$ cat src/rtl/toggle_ctrl_pkg.sv
// Shared mode/state encodings for the start/stop enable controller.
//   MODE_* : per-channel 2-bit run-time mode (2'b11 behaves as TOGGLE)
//   state_t: per-channel enable FSM state
package toggle_ctrl_pkg;

    localparam int unsigned MODE_W = 2;

    localparam logic [MODE_W-1:0] MODE_TOGGLE  = 2'b00;
    localparam logic [MODE_W-1:0] MODE_MOMENT  = 2'b01;
    localparam logic [MODE_W-1:0] MODE_ONESHOT = 2'b10;

    typedef enum logic {
        ST_OFF = 1'b0,
        ST_ON  = 1'b1
    } state_t;

endpackage : toggle_ctrl_pkg

$ cat src/rtl/toggle_ch.sv
// One channel of the enable controller: rising-edge detect, press lockout,
// OFF/ON FSM and registered press pulse.
// Ports:
//   clk, rst : clock, asynchronous active-high reset
//   btn      : synchronised button level
//   mode     : TOGGLE / MOMENTARY / ONESHOT (11 = TOGGLE)
//   clr      : synchronous force-off, overrides everything else
//   en       : registered enable (state == ON)
//   press    : 1-cycle pulse per accepted press
module toggle_ch
    import toggle_ctrl_pkg::*;
#(
    parameter int unsigned HOLD_W  = 4,
    parameter int unsigned HOLDOFF = 10
) (
    input  logic              clk,
    input  logic              rst,
    input  logic              btn,
    input  logic [MODE_W-1:0] mode,
    input  logic              clr,
    output logic              en,
    output logic              press
);

    state_t            state;
    state_t            state_nxt;
    logic              btn_q;
    logic [HOLD_W-1:0] cnt;
    logic [HOLD_W-1:0] cnt_nxt;
    logic              press_nxt;
    logic              rise;
    logic              acc;

    // State register; btn_q resets high so a level held through reset is not a press.
    always_ff @(posedge clk or posedge rst) begin
        if (rst) begin
            state <= ST_OFF;
            btn_q <= 1'b1;
            cnt   <= '0;
            press <= 1'b0;
        end else begin
            state <= state_nxt;
            btn_q <= btn;
            cnt   <= cnt_nxt;
            press <= press_nxt;
        end
    end

    // Next-state: edge accept, lockout countdown, mode rule, clr override.
    always_comb begin
        state_nxt = state;
        cnt_nxt   = cnt;
        press_nxt = 1'b0;
        rise      = btn & ~btn_q;
        acc       = rise & (cnt == '0) & ~clr;

        // Rises during lockout are dropped, not queued.
        if (acc) begin
            cnt_nxt = HOLD_W'(HOLDOFF);
        end else if (cnt != '0) begin
            cnt_nxt = cnt - HOLD_W'(1);
        end

        press_nxt = acc;

        case (mode)
            MODE_MOMENT:  state_nxt = btn ? ST_ON : ST_OFF;
            MODE_ONESHOT: state_nxt = acc ? ST_ON : ST_OFF;
            default: begin
                if (acc) begin
                    state_nxt = (state == ST_ON) ? ST_OFF : ST_ON;
                end
            end
        endcase

        if (clr) begin
            state_nxt = ST_OFF;
            cnt_nxt   = '0;
            press_nxt = 1'b0;
        end
    end

    assign en = (state == ST_ON);

endmodule : toggle_ch

$ cat src/rtl/toggle_en_ctrl.sv
// N-channel start/stop enable controller for counter/stopwatch datapaths.
// Each channel is an independent toggle_ch instance.
// Ports:
//   clk, rst : clock, asynchronous active-high reset
//   btn      : [N_CH]     synchronised button levels
//   mode     : [2*N_CH]   per-channel mode, ch i = mode[2i+1:2i]
//   clr      : [N_CH]     synchronous per-channel force-off
//   en       : [N_CH]     registered enables
//   press    : [N_CH]     1-cycle accepted-press pulses
module toggle_en_ctrl
    import toggle_ctrl_pkg::*;
#(
    parameter int unsigned N_CH    = 2,
    parameter int unsigned HOLD_W  = 4,
    parameter int unsigned HOLDOFF = 10
) (
    input  logic                   clk,
    input  logic                   rst,
    input  logic [N_CH-1:0]        btn,
    input  logic [MODE_W*N_CH-1:0] mode,
    input  logic [N_CH-1:0]        clr,
    output logic [N_CH-1:0]        en,
    output logic [N_CH-1:0]        press
);

    for (genvar i = 0; i < int'(N_CH); i++) begin : g_ch
        toggle_ch #(
            .HOLD_W  (HOLD_W),
            .HOLDOFF (HOLDOFF)
        ) u_ch (
            .clk   (clk),
            .rst   (rst),
            .btn   (btn[i]),
            .mode  (mode[MODE_W*i +: MODE_W]),
            .clr   (clr[i]),
            .en    (en[i]),
            .press (press[i])
        );
    end

endmodule : toggle_en_ctrl
$ cat config.mk
export PLATFORM = sky130hd
export DESIGN_NAME = toggle_en_ctrl
export DESIGN_NICKNAME = d
export VERILOG_FILES = /design/src/rtl/toggle_ctrl_pkg.sv /design/src/rtl/toggle_ch.sv /design/src/rtl/toggle_en_ctrl.sv
export SDC_FILE = /design/constraint.sdc
export NUM_CORES = 1
export LEC_CHECK = 0
export CAP_MARGIN = 20
export CORE_MARGIN = 2
export CORE_UTILIZATION = 50
export DETAILED_ROUTE_END_ITERATION = 10
export PLACE_DENSITY = 0.74
export SETUP_SLACK_MARGIN = 0.1
export SYNTH_ARGS = -nofsm -noshare
export SYNTH_HDL_FRONTEND = slang
export SYNTH_SLANG_ARGS = --single-unit
export TNS_END_PERCENT = 100
$ cat constraint.sdc
create_clock -name clk -period 2.3 [get_ports clk]
set_input_delay 0.23 -clock clk [delete_from_list [all_inputs] [get_ports clk]]
set_output_delay 0.23 -clock clk [all_outputs]
set_load 0.02 [all_outputs]
==> flow_summary_export.csv <==
group,metric,value,unit
min_path,hold_path.class,"in2async",
placement,port_buffers,13,
placement,gp_congestion,0.737,
synth,ys_seq_area_share,43.4,%
worst_setup_path,reg2reg_slack,430,ps
clock_network,clkLatencyLatePin,280,ps
sta,slew_headroom,66.2,%
global_route,grt_overflow,0,
worst_setup_path,cp_max_fo,4,
worst_setup_path,setup.worst_path.end_class,"flop",
placement,hpwl,1070,um
synth,synth_edf_count,0,
synth,ys_types,29,
routing,drc_errors,0,
die,die_h,44.3,um
die,dieArea,0.00197,mm^2
worst_setup_path,slowest_stage,"dfrtp_1",
routing,finalWirelength,1310,um
routing,via_per_inst,5.40,
run,max-cap-violations,0,
power,p_leak,0.459,nW
global_route,grt_pass1_vias,620,
global_route,grt_max_degree,15,
finish,post-route-util,63.6,%
worst_setup_path,worstPathCellList,"inv_1, ha_1, or3b_4, or3_4, a211oi_2, o22ai_1",
sta,rsz0062_at_grt,"no",
sta,fin_skew,7.41,ps
die,core,0.00152,mm^2
sta,setup_viol,0,
synth,yosys.area.top_type,"dfrtp_1",
die,die_w,44.3,um
worst_setup_path,cp_data_required_time,2460,ps
clock_network,cts_tree,"yes",
synth,syn_nets,99,
worst_setup_path,critPathLaunchType,"flop",
synth,ys_seq_elements,14,
power,peakVddDrop,0.488,mV
clock_network,clkTransAtPathRegs,90,ps
synth,syn_area_per_cell,9.80,um^2
clock_network,cts.htree.levels,1,
clock_network,cts_buffer_depth,2,
clock_network,clock-sinks,14,
clock_network,cts_post_setup_buffers_inserted,0,
worst_setup_path,ff2ff_path_depth,6,
finish,drive_gt1_share,11.5,%
die,pin_count,14,
global_route,antenna_found_initial,0,
sta,tightest_slew,507,ps
synth,yosysWarnings,0,
synth,syn_area,813,um^2
clock_network,cts_hold_buffers,0,
finish,fill_cells,125,
synth,syn_inst,83,
synth,synthTopCellsByCount,"dfrtp_1, inv_1, nand2_1, ha_1",
sta,setup_tns,0,ps
die,num_rows,14,
worst_setup_path,timing.rr.end,"g_ch[0].u_ch.en",
sta,hold_viol,0,
routing,final_antenna_net_count,0,
sta,final.period_utilization,81.2,%
global_route,track_usage,16.8,%
die,start_util,53.4,%
finish,synthToLayoutAreaGrowth,19.2,%
finish,final_nets,113,
synth,async_flop_share,100,%
outcome,status,"finished clean",
routing,drtIter0Drc,13,
synth,yosysMostFrequentCell,"dfrtp_1",
synth,synth_ff_type,"dfrtp_1",
routing,first_pass_iters,4,
clock_network,cts_resized,0,
synth,synthTopCellsByArea,"dfrtp_1, ha_1, dfstp_2",
worst_setup_path,criticalPathCategory,"reg2reg",
sta,maxSlewViolCount,0,
power,powerDensity,948,mW/mm^2
worst_setup_path,regToRegStartpoint,"g_ch[0].u_ch.cnt[0]",
worst_setup_path,crit_arrival,2030,ps
clock_network,cts_buffers,3,
finish,antennaDiodeCount,0,
clock_network,root_buffer,"clkbuf_4",
worst_setup_path,crit_path_max_incr_delay,410,ps
sta,period_minus_slack,1870,ps
synth,synth_top_area_share,36.9,%
routing,wl_per_cell,11.7,um
global_route,grt_pass1_wl,2390,um
worst_setup_path,path_delay_family,"simple AND/OR/NAND/NOR gates",
sta,fmax,535,MHz
routing,vias,605,
worst_setup_path,crit_buf_inv,1,
state kept, by name, indices dropped and copies added (netlist names):
| name | cells |
|---|---|
| g_ch.u_ch.press | 2 |
| g_ch.u_ch.en | 2 |
| g_ch.u_ch.cnt | 8 |
| g_ch.u_ch.btn_q | 2 |
how the worst max path moves through the flow:
stage | start | endpoint | cells after the start
floorplan | g_ch[0].u_ch.cnt[0] | g_ch[0].u_ch.en | 6
global placement | g_ch[0].u_ch.cnt[0] | g_ch[0].u_ch.en | 6
detailed placement | g_ch[0].u_ch.cnt[0] | g_ch[0].u_ch.en | 6
CTS | g_ch[0].u_ch.cnt[0] | g_ch[0].u_ch.en | 6
global route | g_ch[0].u_ch.cnt[0] | g_ch[0].u_ch.en | 6
finish | g_ch[0].u_ch.cnt[0] | g_ch[0].u_ch.en | 6
cells in the final DEF, fill, tap and decap left out, types with 2 or more instances in the layout:
| cell type | netlist | layout |
|---|---|---|
| nand2b_1 | 4 | 4 |
| clkdlybuf4s50_1 | 0 | 13 |
| inv_1 | 11 | 11 |
| or3_1 | 2 | 2 |
| mux2_1 | 2 | 2 |
| nand2_1 | 8 | 8 |
| dfrtp_1 | 12 | 12 |
| nor2_1 | 5 | 5 |
| nand3b_1 | 2 | 2 |
| nor3_1 | 2 | 2 |
| dfstp_2 | 2 | 2 |
| a211oi_1 | 3 | 3 |
| ha_1 | 6 | 6 |
| a21oi_1 | 5 | 5 |
| clkbuf_4 | 0 | 3 |
per-layer routing:
layer / GRT usage (%) / share of wire (%) / wire length, um / up-vias
li1: - / - / - / 311
met1: 19.5 / 48 / 628 / 277
met2: 29.7 / 47 / 612 / 13
met3: 2.45 / 2.8 / 36 / 4
met4: 9.09 / 2.1 / 27 / 0
met5: 0 / 0 / 0 / -
power breakdown:
part,switching [W],internal (W),total [W]
sequential,0.0000491,0.000313,0.000362
clock,0.0000797,0.0000963,0.000176
combinational,0.000184,0.000197,0.000382
metrics by stage:
stage	setup WS, ps	area, um^2	std cells	hold slack, ps	total power [W]
floorplan	525	813	83	118	0.000668
global placement	491	933	108	556	0.000737
detailed placement	435	933	108	570	0.000752
CTS	430	970	112	291	0.000930
global route	316	970	112	317	0.000998
finish	432	970	112	265	0.000919
final cells by class:
class	count	area, um^2	area share (%)
clock buffer	4	36.3	3.74
inverter	11	41.3	4.26
multi-input combinational	54	389	40.1
sequential	14	353	36.4
tap	16	20.0	2.06
timing repair buffer	13	130	13.4
kinds of logic after synthesis:
family / synth area share, %
buf+inv: 8.77
flops: 43.4
mux: 4.15
fa+ha+maj: 9.23
compound gates: 13.8
simple gates: 20.6
Note: power is estimated with default switching activity, not from simulation.
